$ cat config.mk
export PLATFORM = sky130hd
export DESIGN_NAME = mov_imm_sequencer
export DESIGN_NICKNAME = d
export VERILOG_FILES = /design/src/rtl/mov_imm_sequencer.sv
export SDC_FILE = /design/constraint.sdc
export NUM_CORES = 1
export LEC_CHECK = 0
export CELL_PAD_IN_SITES_DETAIL_PLACEMENT = 0
export CELL_PAD_IN_SITES_GLOBAL_PLACEMENT = 1
export CORE_ASPECT_RATIO = 2
export CORE_MARGIN = 1.5
export CORE_UTILIZATION = 36
export DETAILED_ROUTE_END_ITERATION = 6
export HOLD_SLACK_MARGIN = 0.06
export PLACE_DENSITY_LB_ADDON = 0.1
export SYNTH_ARGS = -nofsm -noshare
export SYNTH_HDL_FRONTEND = slang
export SYNTH_SLANG_ARGS = --single-unit
$ cat constraint.sdc
create_clock -name CLK -period 4 [get_ports CLK]
set_input_delay 0.4 -clock CLK [delete_from_list [all_inputs] [get_ports CLK]]
set_output_delay 0.4 -clock CLK [all_outputs]
set_load 0.1 [all_outputs]
$ cat src/rtl/mov_imm_sequencer.sv
// mov_imm_sequencer: turns a 64-bit constant into the LEGv8 MOVZ/MOVK sequence
// that rebuilds it in register Rd. One instruction is emitted per accepted
// output beat (OutValid/OutReady).
//
// Ports:
//   CLK, Reset            clock (rising edge), async active-high reset
//   InValid/InReady       input handshake for Const/Rd
//   Const[63:0], Rd[4:0]  constant to materialise and destination register
//   OutValid/OutReady     output handshake
//   Instr[31:0]           {opcode[8:0], hw[1:0], imm16[15:0], Rd[4:0]}
//   Imm26[25:0]           Instr[25:0]
//   Ctrl[2:0]             {1'b1, hw}, the sign-extender selector for this beat
//   OutLast               final instruction of the sequence
//   Count[2:0]            total instructions in the current sequence
//
// Optional feature: define MOVN_EN to start mostly-ones constants with MOVN.
`timescale 1ns/1ps
module mov_imm_sequencer #(
    parameter logic [8:0] OPC_MOVZ  = 9'b110100101,
    parameter logic [8:0] OPC_MOVK  = 9'b111100101,
    parameter bit         SKIP_ZERO = 1'b1
) (
    input  logic        CLK,
    input  logic        Reset,
    input  logic        InValid,
    output logic        InReady,
    input  logic [63:0] Const,
    input  logic [4:0]  Rd,
    output logic        OutValid,
    input  logic        OutReady,
    output logic [31:0] Instr,
    output logic [25:0] Imm26,
    output logic [2:0]  Ctrl,
    output logic        OutLast,
    output logic [2:0]  Count
);

`ifdef MOVN_EN
    localparam logic [8:0] OPC_MOVN = 9'b100100101;
`endif

    typedef enum logic {IDLE, EMIT} state_e;

    state_e      state_q, state_d;
    logic [63:0] const_q, const_d;
    logic [4:0]  rd_q, rd_d;
    logic [3:0]  pend_q, pend_d;       // halfwords still to be emitted
    logic        in_ready_q, in_ready_d;
    logic        out_valid_q, out_valid_d;
    logic [31:0] instr_q, instr_d;
    logic [2:0]  ctrl_q, ctrl_d;
    logic        last_q, last_d;
    logic [2:0]  count_q, count_d;

    // Scratch for building the next instruction
    logic        ld;
    logic [3:0]  mask_c;
    logic [1:0]  hw_c;
    logic [15:0] imm_c;
    logic [8:0]  opc_c;
    logic [4:0]  rd_c;
`ifdef MOVN_EN
    logic [2:0]  nf_c, nz_c;
`endif

    function automatic logic [1:0] lowest_hw(input logic [3:0] m);
        lowest_hw = 2'd0;
        for (int i = 3; i >= 0; i--) begin
            if (m[i]) lowest_hw = 2'(i);
        end
    endfunction

    function automatic logic [2:0] popcnt4(input logic [3:0] m);
        popcnt4 = 3'd0;
        for (int i = 0; i < 4; i++) begin
            popcnt4 = popcnt4 + 3'(m[i]);
        end
    endfunction

    function automatic logic [15:0] halfword(input logic [63:0] c, input logic [1:0] hw);
        case (hw)
            2'd0:    halfword = c[15:0];
            2'd1:    halfword = c[31:16];
            2'd2:    halfword = c[47:32];
            default: halfword = c[63:48];
        endcase
    endfunction

    // State and output registers
    always_ff @(posedge CLK or posedge Reset) begin
        if (Reset) begin
            state_q     <= IDLE;
            const_q     <= 64'd0;
            rd_q        <= 5'd0;
            pend_q      <= 4'd0;
            in_ready_q  <= 1'b0;
            out_valid_q <= 1'b0;
            instr_q     <= 32'd0;
            ctrl_q      <= 3'd0;
            last_q      <= 1'b0;
            count_q     <= 3'd0;
        end else begin
            state_q     <= state_d;
            const_q     <= const_d;
            rd_q        <= rd_d;
            pend_q      <= pend_d;
            in_ready_q  <= in_ready_d;
            out_valid_q <= out_valid_d;
            instr_q     <= instr_d;
            ctrl_q      <= ctrl_d;
            last_q      <= last_d;
            count_q     <= count_d;
        end
    end

    // Next-state and next-output logic
    always_comb begin
        state_d     = state_q;
        const_d     = const_q;
        rd_d        = rd_q;
        pend_d      = pend_q;
        in_ready_d  = in_ready_q;
        out_valid_d = out_valid_q;
        instr_d     = instr_q;
        ctrl_d      = ctrl_q;
        last_d      = last_q;
        count_d     = count_q;
        ld          = 1'b0;
        mask_c      = 4'd0;
        hw_c        = 2'd0;
        imm_c       = 16'd0;
        opc_c       = OPC_MOVK;
        rd_c        = rd_q;
`ifdef MOVN_EN
        nf_c        = 3'd0;
        nz_c        = 3'd0;
`endif

        case (state_q)
            IDLE: begin
                // in_ready_q stays low for the first cycle after reset release
                in_ready_d = 1'b1;
                if (InValid && in_ready_q) begin
                    for (int i = 0; i < 4; i++) begin
                        mask_c[i] = !SKIP_ZERO || (Const[16*i +: 16] != 16'd0);
                    end
                    hw_c  = lowest_hw(mask_c);
                    imm_c = halfword(Const, hw_c);
                    opc_c = OPC_MOVZ;
`ifdef MOVN_EN
                    for (int i = 0; i < 4; i++) begin
                        nf_c = nf_c + 3'(Const[16*i +: 16] == 16'hFFFF);
                        nz_c = nz_c + 3'(Const[16*i +: 16] == 16'h0000);
                    end
                    if (nf_c > nz_c) begin
                        for (int i = 0; i < 4; i++) begin
                            mask_c[i] = (Const[16*i +: 16] != 16'hFFFF);
                        end
                        hw_c  = lowest_hw(mask_c);
                        imm_c = ~halfword(Const, hw_c);
                        opc_c = OPC_MOVN;
                    end
`endif
                    rd_c       = Rd;
                    ld         = 1'b1;
                    const_d    = Const;
                    rd_d       = Rd;
                    // Empty mask still emits one instruction at hw0
                    pend_d     = mask_c & ~(4'b0001 << hw_c);
                    count_d    = (mask_c == 4'd0) ? 3'd1 : popcnt4(mask_c);
                    in_ready_d = 1'b0;
                    state_d    = EMIT;
                end
            end
            EMIT: begin
                if (OutReady) begin
                    if (last_q) begin
                        state_d     = IDLE;
                        in_ready_d  = 1'b1;
                        out_valid_d = 1'b0;
                        instr_d     = 32'd0;
                        ctrl_d      = 3'd0;
                        last_d      = 1'b0;
                        count_d     = 3'd0;
                    end else begin
                        hw_c   = lowest_hw(pend_q);
                        imm_c  = halfword(const_q, hw_c);
                        opc_c  = OPC_MOVK;
                        ld     = 1'b1;
                        pend_d = pend_q & ~(4'b0001 << hw_c);
                    end
                end
            end
            default: state_d = IDLE;
        endcase

        if (ld) begin
            out_valid_d = 1'b1;
            instr_d     = {opc_c, hw_c, imm_c, rd_c};
            ctrl_d      = {1'b1, hw_c};
            last_d      = (pend_d == 4'd0);
        end
    end

    assign InReady  = in_ready_q;
    assign OutValid = out_valid_q;
    assign Instr    = instr_q;
    assign Imm26    = instr_q[25:0];
    assign Ctrl     = ctrl_q;
    assign OutLast  = last_q;
    assign Count    = count_q;

endmodule
* Word-level counts from Yosys, hierarchy flattened
Index checks and enable logic that the tools add are counted.
** Storage, ports and cells
- Register bits after elaboration :: 115
- Input port bits :: 73
- Logic and storage cells :: 103
** Cells by class
- $add $sub $neg :: 3
- Eq/ne operators :: 7
- Shift operators :: 2
- Muxes and demuxes :: 59
- Bitwise operators :: 5
- Reduce and logical (&&, ||, !) cells :: 17
** Operator list (count)
- 32-bit 2-to-1 mux :: 4
- 16-bit case mux with 3 select lines :: 2
- 16-bit nonzero test :: 4
- 16-bit 2-to-1 mux :: 3
- 2-bit 2-to-1 mux :: 16
- 16-bit case mux with 2 select lines :: 1
- 3-bit 2-to-1 mux :: 6
- 9-bit case mux with 2 select lines :: 1
- 1-bit 2-to-1 mux :: 14
- 4-bit 2-to-1 mux :: 3
- 5-bit 2-to-1 mux :: 2
- 4-bit bitwise AND :: 2
- 4-bit logical NOT :: 2
- 4-bit inverter :: 2
- 4-bit case mux with 2 select lines :: 1
- 1-bit by 2-bit left shift with 4-bit output (first input constant) :: 2
- 7-bit 2-to-1 mux :: 1
- 1-bit case mux with 2 select lines :: 3
- 3-bit case mux with 2 select lines :: 1
- 2-bit AND reduction :: 3
- 3-bit AND reduction :: 2
- 2-bit nonzero test :: 3
- 2-bit by 1-bit equality test with 1-bit output (second input constant) :: 2
- 2-bit equality test (second input constant) :: 2
- other kinds (9) :: 11

* Depth between registers and ports, before layout
- Depth after elaboration :: 15
- Gate-level depth with buffers :: 7
- Mapped depth without buffers :: 7

* Least setup slack after synthesis
OpenSTA, ideal clock, no wires.
- Path type :: input-to-reg
- From :: in Const[35]
- To :: reg count_q[1], in the netlist Count[1]
- Setup time :: 0.122 ns
- Arrival time :: 2.470 ns
- Setup slack :: 1.408 ns
- Stages on the path :: 7
- Path through :: or4_1 > nor4_1 > xnor2_1 > ha_1 > ha_1 > ha_1 > a22o_1
** On the way
- Word-level cells in the longest chain between the ends :: 6
- Elaborated cells between the ends (all ways) :: 7
- Classes of those cells :: 2 x add/sub; 3 x mux; 2 x reduce/logical
** RTL lines
- from (decl) :: RTL line 27 : input logic [63:0] Const,
- 16-bit nonzero test * :: RTL line 145 : mask_c[i] = !SKIP_ZERO || (Const[16*i +: 16] != 16'd0);
- 2-bit by 1-bit adder with 3-bit output :: RTL line 76 : popcnt4 = popcnt4 + 3'(m[i]);
- 3-bit by 1-bit adder with 3-bit output :: RTL line 76
- 3-bit 2-to-1 mux * :: RTL line 170 : count_d = (mask_c == 4'd0) ? 3'd1 : popcnt4(mask_c);
- 3-bit 2-to-1 mux * :: RTL line 143 : if (InValid && in_ready_q) begin
- 3-bit case mux with 2 select lines * :: RTL line 139 : case (state_q)
- to (signal assigned) :: RTL line 112 : count_q <= count_d;
- to (decl) :: RTL line 53 : logic [2:0] count_q, count_d;
Every way passes the cells marked *; elsewhere a longest branch is shown, timed or not. The select of a mux whose other input is x is not followed.
A chain may end at the register's enable or synchronous reset.

* Worst setup path after layout
Same ends and word-level chain as after synthesis.

==> key figures <==
Place
  • I/O Buffers: 135
  • Final HPWL from detailed placement: 12,600 um
  • Final RePlAce weighted congestion: 0.835

Clock network
  • Post-CTS setup buffers: 0
  • CTS tree: built
  • Post_cts resized: 0
  • Post-CTS Hold Buffers: 0
  • Maximum clock path buffer count: 2
  • # clock sinks: 104
  • Total CTS buffers: 9
  • Htree depth: 3
  • Root buffer cell: clkbuf_16
  • Worst skew pair latency: 0.35 ns
  • Reg clk slew, reported paths: 0.07 ns

STA
  • Final critical-path share of the clock period: 76.8%
  • Clock Skews: 0.00706 ns
  • Max Clock Freq: 326 MHz
  • Max_slew headroom: 31.4%
  • Worst Max-Slew Pin Slew: 1.02 ns
  • Final hold vios: 0
  • Final Max Tran Viols: 0
  • Fin crit period: 3.07 ns
  • Setup_tns: 0 ns
  • Final setup violating endpoints: 0
  • RSZ-0062 raised after global routing: false

Critical path
  • CP Data Required Time: 4.24 ns
  • Max incr delay on CP: 0.61 ns
  • CP Buf/Inv Count: 2
  • Worst-path maximum fanout: 3
  • Most frequent CP cell: ha_1
  • WS Path Type: in -> reg
  • Critical R2R Capture: Instr[8]
  • Critical Path Slowest Stage Cell: or4_1
  • Levels on crit path: 9
  • Cells on worst reg2reg path: 4
  • Worst-path cell chain: clkdlybuf4s50_1 > or4_1 > nor4_1 > buf_4 > xnor2_1 > ha_1 > ha_1 > ha_1 > a22o_1
  • Reg2reg setup slack: 1.59 ns
  • Critical path startpoint category: input pin
  • Worst path arrival time: 3.31 ns
  • Crit end category: flip-flop
  • Worst reg2reg startpoint: pend_q[2]
  • Top delay family on crit path: simple AND/OR/NAND/NOR gates

Synth
  • Register area share after synthesis: 47.9%
  • Cell Area, Synth: 5430 um^2
  • YS warnings: 0
  • EDFF count, synth: 0
  • Leading area contributor after synthesis: dfrtp_1
  • Mapped Cells: 641
  • Average instance area after synthesis: 8.47 um^2
  • Cell variety after synth: 39
  • Top cell type's share of synthesized area: 47.9%
  • Synth top area cells: dfrtp_1 48%, nand2_1 16%, buf_4 5.1%, o211ai_1 3.9%, o21ai_0 2.7%
  • Ys flop type: dfrtp_1
  • Synthesized flop and latch total: 104
  • Async SR Flop Fraction: 100%

Worst hold path
  • Hold/Removal Path Class: reg -> reg
  • Hold Path End: const_q[15]
  • Hold Path Cell Cnt: 2
  • Min-delay src: const_q[15]

Route
  • Vias: 5,008
  • DRT iter0 DRCs: 355
  • Iteration count of the initial detailed-routing pass: 5
  • Residual DRC: 0
  • DR WL/cell: 19.7 um
  • Detail Route Antenna Nets: 0
  • Via density: 5.43
  • Final wirelength: 18,200 um

Die
  • Die ar.: 15,900 um^2
  • Row count: 63
  • Ports: 140
  • Die Y: 177 um
  • Core area: 14,800 um^2
  • Die X: 89.8 um
  • Initial core utilization: 36.6%

Cells and area
  • P&R area growth vs syn: 29.0%
  • Fin nets: 799
  • Util after Layout: 47.3%
  • Antenna Cells: 0
  • Share of cells above drive strength 1: 5.22%
  • Fill cells: 1,518

Pwr
  • Internal Pwr Total: 0.00301 W
  • Sw Share: 56.0%
  • Clock power frac: 12.9%
  • Total power draw: 0.00683 W
  • Sequential Power Share: 27.6%
  • Max rail drop VDD: 0.389 mV
  • Power per cell area: 975 nW/um^2
  • P_sw: 0.00382 W
  • P_leak: 3.08 nW
  • Combinational Power Share: 59.5%

Global route
  • Total grt overflow: 0
  • First-pass GRT wire length: 28,800 um
  • Initial antenna violation count: 0
  • Vias in the first global route: 5,131
  • GRT Util Overall: 23.4%
  • Pin count of the biggest net entering global routing: 75

Status
  • Status: complete, no violations

Run
  • Max cap viols: 0
## per-layer routing
metal	global-route usage, %	part of all wire (%)	vias up
met1	27.8	39	2484
li1	-	-	2318
met4	9.52	2.3	0
met2	42.6	54	180
met3	2.71	4.4	26
met5	0	0	-
## worst reg2reg max path, stage by stage, from the launching register on
cell and delay [ns]:
dfrtp_1 0.73, or4b_2 1.08, o21ai_0 0.27, a21o_1 0.11, o211ai_1 0.09
## Yosys cell counts (all sizes together) (2+ instances only)
| library cell | number |
|---|---|
| nand4 | 2 |
| dfrtp | 104 |
| o31ai | 13 |
| a211oi | 13 |
| nor4 | 13 |
| a21o | 7 |
| a22o | 7 |
| o21ai | 39 |
| o211ai | 28 |
| clkbuf | 38 |
| inv | 7 |
| a221oi | 16 |
| o311ai | 3 |
| ha | 3 |
| nand2b | 17 |
| nor2 | 7 |
| nor3 | 2 |
| nand3 | 2 |
| o22ai | 5 |
| nor2b | 15 |
| nand2 | 233 |
| buf | 42 |
| a21oi | 9 |
| or4 | 6 |
## per-stage QoR
| stage | area, um^2 | setup WS, ns | std cells | hold WS (ns) |
|---|---|---|---|---|
| global route | 7000 | 0.805 | 923 | 0.494 |
| finish | 7000 | 0.930 | 923 | 0.476 |
| detailed placement | 6710 | 0.529 | 907 | 0.456 |
| CTS | 7000 | 0.869 | 923 | 0.473 |
| floorplan | 5440 | 0.868 | 644 | 0.439 |
| global placement | 6710 | 0.502 | 907 | 0.452 |
## area by class of cell
class                   count  area, um^2  share of cell area (%)
flip-flops and latches    104        2600                    37.2
clock inverters             5        38.8                   0.554
clock buffers              11         253                    3.61
inverters                   7        28.8                   0.411
well taps                 195         244                    3.48
multi-input cells         453        2380                    33.9
repair buffers            148        1460                    20.9
## placed cells by master, fill, tap and decap left out, types with 3 or more instances in the layout
master and instances:
o31ai_1 13, nand2_1 233, ha_1 3, inv_1 6, conb_1 4, o21ai_1 9
or4_4 3, nor4_1 13, o22ai_1 5, a21oi_1 9, clkdlybuf4s50_1 135, nor2_1 6
or4_1 3, nand2b_1 17, a221oi_1 16, dfrtp_1 104, buf_4 12, nor2b_1 15
o311ai_0 3, a21o_1 7, clkbuf_16 9, o21ai_0 29, a211oi_1 12, o211ai_1 28
a22o_1 7
## power groups by stage
stage	Combinational [W]	Sequential, W	Clock [W]
2_1_floorplan	0.00244	0.00266	0
3_3_place_gp	0.00405	0.00189	0
3_5_place_dp	0.00408	0.00191	0
4_1_cts	0.00409	0.00189	0.000892
5_1_grt	0.00430	0.00195	0.000931
6_report	0.00406	0.00189	0.000879
## how the worst max path moves through the flow
stage               from  slack (ns)  endpoint
4_1_cts        Const[35]        0.87  Count[1]
2_1_floorplan      Reset        0.87  Count[0]
3_5_place_dp   Const[35]        0.53  Count[1]
6_report       Const[35]        0.93  Count[1]
3_3_place_gp   Const[35]        0.50  Count[1]
5_1_grt        Const[35]        0.80  Count[1]
## logic make-up after synthesis
group,after synthesis,share of synthesized area (%)
compound gates,142,18.0
fa+ha+maj,3,0.691
simple gates,303,24.3
buf+inv,87,8.85
flops,104,47.9
other cells,1,0.0691
xor+xnor,1,0.161
## flip-flops by register name (all words and copies together), names as in the netlist
name,count
InReady,1
const_q,64
Instr,23
rd_q,5
OutLast,1
Ctrl,2
Count,3
pend_q,4
state_q,1
No activity file was read; power rests on OpenSTA's default activity.
